<file path="src/rtl/multicycle_controller_if.sv">
// Control bundle between the multicycle controller and its datapath / unified memory.
// The controller side uses modport master; the datapath side uses modport slave.
interface multicycle_controller_if;
  logic [6:0] OP_Code;
  logic       Zero;
  logic       MemReady;
  logic       PCWrite;
  logic       AdrSrc;
  logic       MemWrite;
  logic       IRWrite;
  logic       RegWrite;
  logic [1:0] ResultSrc;
  logic [1:0] ALUSrcA;
  logic [1:0] ALUSrcB;
  logic [1:0] ALUOp;
  logic [1:0] ImmSrc;
  logic       Illegal;
  logic       InstrDone;
  logic [3:0] State;

  modport master (
    input  OP_Code, Zero, MemReady,
    output PCWrite, AdrSrc, MemWrite, IRWrite, RegWrite,
    output ResultSrc, ALUSrcA, ALUSrcB, ALUOp, ImmSrc,
    output Illegal, InstrDone, State
  );

  modport slave (
    output OP_Code, Zero, MemReady,
    input  PCWrite, AdrSrc, MemWrite, IRWrite, RegWrite,
    input  ResultSrc, ALUSrcA, ALUSrcB, ALUOp, ImmSrc,
    input  Illegal, InstrDone, State
  );
endinterface

</file>
<file path="src/rtl/multicycle_controller.sv">
// Multicycle RV32 subset control FSM (lw, sw, R, I, jal, beq) with memory-ready stalls
// and a sticky trap state for unsupported opcodes.
module multicycle_controller (
  input  logic                   clk,
  input  logic                   rst_n,
  multicycle_controller_if.master bus
);

  localparam logic [6:0] OpLoad  = 7'b0000011;
  localparam logic [6:0] OpStore = 7'b0100011;
  localparam logic [6:0] OpR     = 7'b0110011;
  localparam logic [6:0] OpI     = 7'b0010011;
  localparam logic [6:0] OpJal   = 7'b1101111;
  localparam logic [6:0] OpBeq   = 7'b1100011;

  typedef enum logic [3:0] {
    StFetch    = 4'd0,
    StDecode   = 4'd1,
    StMemAdr   = 4'd2,
    StMemRead  = 4'd3,
    StMemWb    = 4'd4,
    StMemWrite = 4'd5,
    StExecR    = 4'd6,
    StAluWb    = 4'd7,
    StExecI    = 4'd8,
    StJal      = 4'd9,
    StBeq      = 4'd10,
    StTrap     = 4'd11
  } state_e;

  state_e     state_q, state_d;
  logic       illegal_q;
  logic       pc_update, branch;
  logic       adr_src, mem_write, ir_write, reg_write, instr_done;
  logic [1:0] result_src, alu_src_a, alu_src_b, alu_op, imm_src;

  always_ff @(posedge clk) begin
    if (!rst_n) begin
      state_q   <= StFetch;
      illegal_q <= 1'b0;
    end else begin
      state_q   <= state_d;
      illegal_q <= illegal_q | (state_d == StTrap);
    end
  end

  always_comb begin
    state_d    = state_q;
    pc_update  = 1'b0;
    branch     = 1'b0;
    adr_src    = 1'b0;
    mem_write  = 1'b0;
    ir_write   = 1'b0;
    reg_write  = 1'b0;
    instr_done = 1'b0;
    result_src = 2'b00;
    alu_src_a  = 2'b00;
    alu_src_b  = 2'b00;
    alu_op     = 2'b00;
    case (state_q)
      StFetch: begin
        alu_src_b  = 2'b10;
        result_src = 2'b10;
        ir_write   = bus.MemReady;
        pc_update  = bus.MemReady;
        if (bus.MemReady) state_d = StDecode;
      end
      StDecode: begin
        alu_src_a = 2'b01;
        alu_src_b = 2'b01;
        case (bus.OP_Code)
          OpLoad, OpStore: state_d = StMemAdr;
          OpR:             state_d = StExecR;
          OpI:             state_d = StExecI;
          OpJal:           state_d = StJal;
          OpBeq:           state_d = StBeq;
          default:         state_d = StTrap;
        endcase
      end
      StMemAdr: begin
        alu_src_a = 2'b10;
        alu_src_b = 2'b01;
        state_d   = (bus.OP_Code == OpStore) ? StMemWrite : StMemRead;
      end
      StMemRead: begin
        adr_src = 1'b1;
        if (bus.MemReady) state_d = StMemWb;
      end
      StMemWb: begin
        result_src = 2'b01;
        reg_write  = 1'b1;
        instr_done = 1'b1;
        state_d    = StFetch;
      end
      StMemWrite: begin
        // MemWrite stays high across the whole wait; the store retires on the ready cycle.
        adr_src    = 1'b1;
        mem_write  = 1'b1;
        instr_done = bus.MemReady;
        if (bus.MemReady) state_d = StFetch;
      end
      StExecR: begin
        alu_src_a = 2'b10;
        alu_op    = 2'b10;
        state_d   = StAluWb;
      end
      StExecI: begin
        alu_src_a = 2'b10;
        alu_src_b = 2'b01;
        alu_op    = 2'b10;
        state_d   = StAluWb;
      end
      StAluWb: begin
        reg_write  = 1'b1;
        instr_done = 1'b1;
        state_d    = StFetch;
      end
      StJal: begin
        alu_src_a = 2'b01;
        alu_src_b = 2'b10;
        pc_update = 1'b1;
        state_d   = StAluWb;
      end
      StBeq: begin
        alu_src_a  = 2'b10;
        alu_op     = 2'b01;
        branch     = 1'b1;
        instr_done = 1'b1;
        state_d    = StFetch;
      end
      StTrap: begin
        state_d = StTrap;
      end
      default: begin
        state_d = StFetch;
      end
    endcase
  end

  // Immediate format follows the opcode in every state, not just DECODE.
  always_comb begin
    imm_src = 2'b00;
    case (bus.OP_Code)
      OpStore: imm_src = 2'b01;
      OpBeq:   imm_src = 2'b10;
      OpJal:   imm_src = 2'b11;
      default: imm_src = 2'b00;
    endcase
  end

  assign bus.PCWrite   = pc_update | (branch & bus.Zero);
  assign bus.AdrSrc    = adr_src;
  assign bus.MemWrite  = mem_write;
  assign bus.IRWrite   = ir_write;
  assign bus.RegWrite  = reg_write;
  assign bus.ResultSrc = result_src;
  assign bus.ALUSrcA   = alu_src_a;
  assign bus.ALUSrcB   = alu_src_b;
  assign bus.ALUOp     = alu_op;
  assign bus.ImmSrc    = imm_src;
  assign bus.Illegal   = illegal_q;
  assign bus.InstrDone = instr_done;
  assign bus.State     = state_q;

endmodule

</file>
<file path="src/flat_wrapper.sv">
// flat-port wrapper written by rule: the top's interface ports become plain ports
module multicycle_controller_flat 
  (clk, rst_n, bus_OP_Code, bus_Zero, bus_MemReady, bus_PCWrite, bus_AdrSrc, bus_MemWrite, bus_IRWrite, bus_RegWrite, bus_ResultSrc, bus_ALUSrcA, bus_ALUSrcB, bus_ALUOp, bus_ImmSrc, bus_Illegal, bus_InstrDone, bus_State);
  multicycle_controller_if bus_i ();
  input  logic clk;
  input  logic rst_n;
  input wire logic [$bits(bus_i.OP_Code)-1:0] bus_OP_Code;
  input wire logic [$bits(bus_i.Zero)-1:0] bus_Zero;
  input wire logic [$bits(bus_i.MemReady)-1:0] bus_MemReady;
  output wire logic [$bits(bus_i.PCWrite)-1:0] bus_PCWrite;
  output wire logic [$bits(bus_i.AdrSrc)-1:0] bus_AdrSrc;
  output wire logic [$bits(bus_i.MemWrite)-1:0] bus_MemWrite;
  output wire logic [$bits(bus_i.IRWrite)-1:0] bus_IRWrite;
  output wire logic [$bits(bus_i.RegWrite)-1:0] bus_RegWrite;
  output wire logic [$bits(bus_i.ResultSrc)-1:0] bus_ResultSrc;
  output wire logic [$bits(bus_i.ALUSrcA)-1:0] bus_ALUSrcA;
  output wire logic [$bits(bus_i.ALUSrcB)-1:0] bus_ALUSrcB;
  output wire logic [$bits(bus_i.ALUOp)-1:0] bus_ALUOp;
  output wire logic [$bits(bus_i.ImmSrc)-1:0] bus_ImmSrc;
  output wire logic [$bits(bus_i.Illegal)-1:0] bus_Illegal;
  output wire logic [$bits(bus_i.InstrDone)-1:0] bus_InstrDone;
  output wire logic [$bits(bus_i.State)-1:0] bus_State;
  assign bus_i.OP_Code = bus_OP_Code;
  assign bus_i.Zero = bus_Zero;
  assign bus_i.MemReady = bus_MemReady;
  assign bus_PCWrite = bus_i.PCWrite;
  assign bus_AdrSrc = bus_i.AdrSrc;
  assign bus_MemWrite = bus_i.MemWrite;
  assign bus_IRWrite = bus_i.IRWrite;
  assign bus_RegWrite = bus_i.RegWrite;
  assign bus_ResultSrc = bus_i.ResultSrc;
  assign bus_ALUSrcA = bus_i.ALUSrcA;
  assign bus_ALUSrcB = bus_i.ALUSrcB;
  assign bus_ALUOp = bus_i.ALUOp;
  assign bus_ImmSrc = bus_i.ImmSrc;
  assign bus_Illegal = bus_i.Illegal;
  assign bus_InstrDone = bus_i.InstrDone;
  assign bus_State = bus_i.State;
  multicycle_controller u_core (.clk(clk), .rst_n(rst_n), .bus(bus_i));
endmodule
</file>
<file path="config.mk">
export PLATFORM = sky130hd
export DESIGN_NAME = multicycle_controller_flat
export DESIGN_NICKNAME = d
export VERILOG_FILES = /design/src/rtl/multicycle_controller_if.sv /design/src/rtl/multicycle_controller.sv /design/src/flat_wrapper.sv
export SDC_FILE = /design/constraint.sdc
export NUM_CORES = 1
export LEC_CHECK = 0
export CAP_MARGIN = 15
export CORE_MARGIN = 2
export CORE_UTILIZATION = 34
export DETAILED_ROUTE_END_ITERATION = 12
export GPL_TIMING_DRIVEN = 0
export PLACE_DENSITY = 0.85
export RECOVER_POWER = 100
export SYNTH_ARGS = -nofsm -noshare
export SYNTH_HDL_FRONTEND = slang
export SYNTH_SLANG_ARGS = --single-unit
</file>
<file path="constraint.sdc">
create_clock -name clk -period 1.4 [get_ports clk]
set_clock_uncertainty 0.05 [all_clocks]
set_input_delay 0.28 -clock clk [delete_from_list [all_inputs] [get_ports clk]]
set_output_delay 0.28 -clock clk [all_outputs]
set_load 0.01 [all_outputs]
</file>
Word level (Yosys, flattened, before mapping)
Cells that the tools add are included.

operators by class
  $add $sub $neg = 0
  divide/modulo/power cells = 0
  multiplexer cells = 18
  equal/unequal tests = 18
  reduce and logical (&&, ||, !) cells = 11
  shift-type cells = 0
  multiply operators = 0
  bitwise logic cells = 3
  $lt $le $gt $ge = 0

operators by type and width
  cell                  count
  $pmux W4 S7           1
  $eq A4 B4 Y1 const B  5
  $pmux W4 S5           1
  $eq A4 B3 Y1 const B  4
  $pmux W2 S2           4
  $eq A7 B6 Y1 const B  2
  $eq A7 B7 Y1 const B  2
  $mux W4               3
  $reduce_or A2 Y1      6
  $reduce_or A3 Y1      3
  $eq A4 B2 Y1 const B  2
  $eq A7 B2 Y1 const B  1
  $eq A7 B5 Y1 const B  1
  $pmux W2 S3           1
  $mux W1               5
  $eq A4 B1 Y1 const B  1
  $logic_not A4 Y1      1
  $pmux W1 S2           2
  $reduce_or A4 Y1      1
  $mux W3               1
  $or A1 B1 Y1          2
  $and A1 B1 Y1         1

storage, ports and cells
  memory bits (read-only) = 0
  flip-flop bits (word level) = 5
  bits in writable memories = 0
  memories kept = 0
  logic and storage cells = 52
  output and inout port bits = 21
  latch bits = 0

Depth between registers and ports, before layout
Gate-level depths: netlist of run 1.

  depth in word-level cells = 6
  gate-level depth with buffers = 6
  gate-level depth less buffers = 5

Least setup slack after synthesis of run 1
No wires, ideal clock.

  path type = register -> output
  start = register u_core.state_q[2] (netlist: u_core.bus.State[2])
  end = output port bus_IRWrite
  data required time = 1070 ps
  arrival = 1363 ps
  path buffers = 2
  slack = -293 ps
  cell stages (with the launch flop) = 5
  path through = dfxtp_1 > buf_2 > buf_1 > nor4_1 > and2_1

on the way
  longest elaborated chain between the ends = 2

RTL lines
  what                      line                         source
  start: declaration        multicycle_controller.sv:31  state_e state_q, state_d;
  start signal: assignment  multicycle_controller.sv:39  state_q <= StFetch;
  start signal: assignment  multicycle_controller.sv:42  state_q <= state_d;
  $logic_not A4 Y1          multicycle_controller.sv:60  case (state_q)
  $mux W1                   multicycle_controller.sv:60
  end: declaration          flat_wrapper.sv:13           output wire logic [$bits(bus_i.IRWrite)-1:0] bus_IRWrite;

Every way passes these cells.

Final worst setup path of run 1
  start = register u_core.state_q[3] (netlist: u_core.bus.State[3])
  end = output port bus_ALUSrcB[0]

on the way
  longest elaborated chain between the ends = 3
  elaborated cells on any way between the ends = 8

RTL lines
  what                                                                   line                         source
  $eq A4 B2 Y1, or another cell as far along                             multicycle_controller.sv:60
  $reduce_or A3 Y1 (no source line) or $reduce_or A2 Y1 (tied branches)  n/a
  $pmux W2 S2 *                                                          multicycle_controller.sv:60
  end: declaration                                                       flat_wrapper.sv:17           output wire logic [$bits(bus_i.ALUSrcB)-1:0] bus_ALUSrcB;

Mark *: on every way between the ends. The rest lies on a longest branch, timed or not.

==> impl_metrics.yaml, run 1 <==
run_status:
  status: "finished with violations"
  violations: "negative setup slack"
layout:
  fin_area_sq_mm: 0.00146
  fin_nets: 173
  n_antenna_cell: 0
  layout-drive-gt1-share_pct: 65.8
  synthToLayoutAreaGrowth_pct: 141
placed_design:
  gp_congestion: 0.827
  dp_hpwl_um: 1440
  place_area_sq_mm: 0.00100
  place_ws_ps: -799
  port_buffers: 31
route:
  dr.pass1.iters: 5
  via_per_inst: 6.26
  finalWirelength_um: 3600
  vias: 1115
  drt_iter0_markers: 42
  wire_per_inst_um: 20.2
  drc: 0
  ant_nets: 0
floorplan:
  coreArea_sq_mm: 0.00169
  ioPinCount: 32
  die_h_um: 46.1
  die_w_um: 46.1
  row_count: 15
  dieArea_sq_mm: 0.00213
  start_util_pct: 35.7
clock_tree:
  postCtsHoldBufs: 0
  clk_pin_slew_worst_paths_ps: 40
  clock_latency_ps: 240
  cts_made_buffers: 3
  clockRootBuffer: "clkbuf_4"
  htree_levels: 1
  cts_sinks: 5
  clockBufferDepth: 2
  cts_tree: "done"
timing:
  slew_viol_final: 0
  finalSetupViolCount: 18
  tightest_slew_ps: 347
  post-route-period-util_pct: 126
  setup_slack_ps: -361
  clock.fmax_ghz: 0.568
  period_needed_ps: 1760
  hold_viol_final: 0
  rsz0062_at_grt: "yes"
  maxSlewHeadroom_pct: 76.8
  hold_ws_ps: 413
setup_path:
  cp.arrival_ps: 1430
  required_ps: 1070
  slowest_stage: "dfxtp_4"
  start_kind: "register"
  cpLargestDelayFamily: "buffers and inverters"
  path_buf_inv: 3
  max_stage_delay_ps: 380
  critPathMaxFanout: 8
  regToRegSetupSlack_ps: -290
  crit_type: "reg2out"
  setup.worst_path.end_class: "output pin"
  path_cells: "buf_8, nor2b_4, buf_4, nor3_4, nor3_2, buf_2"
synth:
  synthTopCellsByArea: "dfxtp_1 17%, nor2_1 11%, nor3_1 6.6%"
  async_flop_share_pct: 0
  ys.flop_type: "dfxtp_1"
  synthCells: 90
  synth.avg_cell_area_sq_um: 6.70
  synth_top_area_share_pct: 16.6
  synthTopCellsByCount: "17 x nor2_1, 8 x nor3_1, 6 x nand2_1"
  yosysMostFrequentCell: "nor2_1"
  synth_top_cell_by_area: "dfxtp_1"
  syn_area_sq_um: 603
  synth_edf_count: 0
  synth_cell_types: 36
  ys_seq_area_share_pct: 16.6
  synth_nets: 101
  ys_warn_count: 0
  ys_seq_elements: 5
grt:
  antenna_found_initial: 0
  grt-ovfl-total: 0
  grt_pass1_vias: 963
  grt_start_max_net_pins: 9
  track_usage_pct: 29.3
  grt_pass1_wl_um: 4530
power_and_ir_drop:
  powerDensity_mw_per_mm2: 1760
  vdd_ir_drop_max_uv: 1050
  p_leak_nw: 0.650
flow_run:
  maxCapViolCount: 0
min_path:
  worstHoldPathType: "reg2reg"
==> report_power, final <==
part	leakage (nW)	internal, W	switching [W]	total [W]
registers	0.0437	0.000202	0.0000793	0.000281
logic	0.591	0.00107	0.00103	0.00211
clock network	0.0150	0.000108	0.0000619	0.000170
total	0.650	0.00138	0.00117	0.00256
==> worst min-delay path: cells and delay by family (launching register included) <==
| family | cells | cell delay (ps) |
|---|---|---|
| AOI/OAI and AO/OA | 1 | 50 |
| DFF | 1 | 320 |
| and+or+nand+nor | 1 | 60 |
==> layer usage <==
metal  track usage (%)  up-vias  part of all wire, %
li1                  -      474                    -
met4              14.9        0                  5.7
met1              34.7      534                   36
met5                 0        -                    0
met2              51.4       86                   49
met3              2.75       21                  8.5
==> what timing repair did <==
item	CTS	global route
setup buffers	25	12
endpoints found under the setup margin	26	20
pin swaps	16	11
gates resized for setup	129	32
==> registers in the layout (all words and copies together), names as in the netlist <==
| signal | count |
|---|---|
| u_core.bus.Illegal | 1 |
| u_core.bus.State | 4 |
==> cells by family (layout without fill, tap and decap cells) <==
logic type,Yosys count,after routing,share of synthesized area (%)
buf+inv,8,79,5.81
simple gates,52,52,46.1
flops,5,5,16.6
compound gates,22,22,27.0
mux,1,1,1.66
xor+xnor,2,2,2.91
==> placed cells by master (no fill, tap or decap), types with 5 or more instances in the layout <==
cell type       n
buf_4          30
buf_2          14
buf_6           9
nor2_1          8
nor2_4          6
nand2_1         6
nor3_2          5
dlygate4sd2_1   5
==> per-stage QoR <==
step | std cells | utilization, % | total power, W | TNS (ps)
2_1_floorplan | 90 | - | 0.00101 | 0
3_3_place_gp | 138 | 59.4 | 0.00151 | -8920
6_report | 178 | 86.1 | 0.00256 | -3910
3_5_place_dp | 138 | 59.4 | 0.00153 | -9560
4_1_cts | 167 | 76.4 | 0.00209 | -1960
5_1_grt | 178 | 86.1 | 0.00267 | -4700
==> cell type report <==
cell class,count,area (sq um)
inverters,3,15.0
clock buffers,4,26.3
well taps,17,21.3
flip-flops and latches,5,115
multi-input cells,77,678
repair buffers,68,534
fillers,83,234
plain buffers,4,65.1
==> worst paths after layout <==
path / startpoint / end / depth (start not counted)
max: u_core.bus.State[3] / bus_ALUSrcB[0] / 6
min: u_core.bus.Illegal / u_core.bus.Illegal / 2
max reg2reg: u_core.bus.State[0] / u_core.bus.Illegal / 7
min reg2reg: u_core.bus.Illegal / u_core.bus.Illegal / 2
(Power assumes the default switching activity.)
==> inputs of run 2 (changes only) <==
Settings changed: CAP_MARGIN 15 to default.
==> results of run 2 <==
The final DEF is identical to that of run 1; final timing and power are the same.
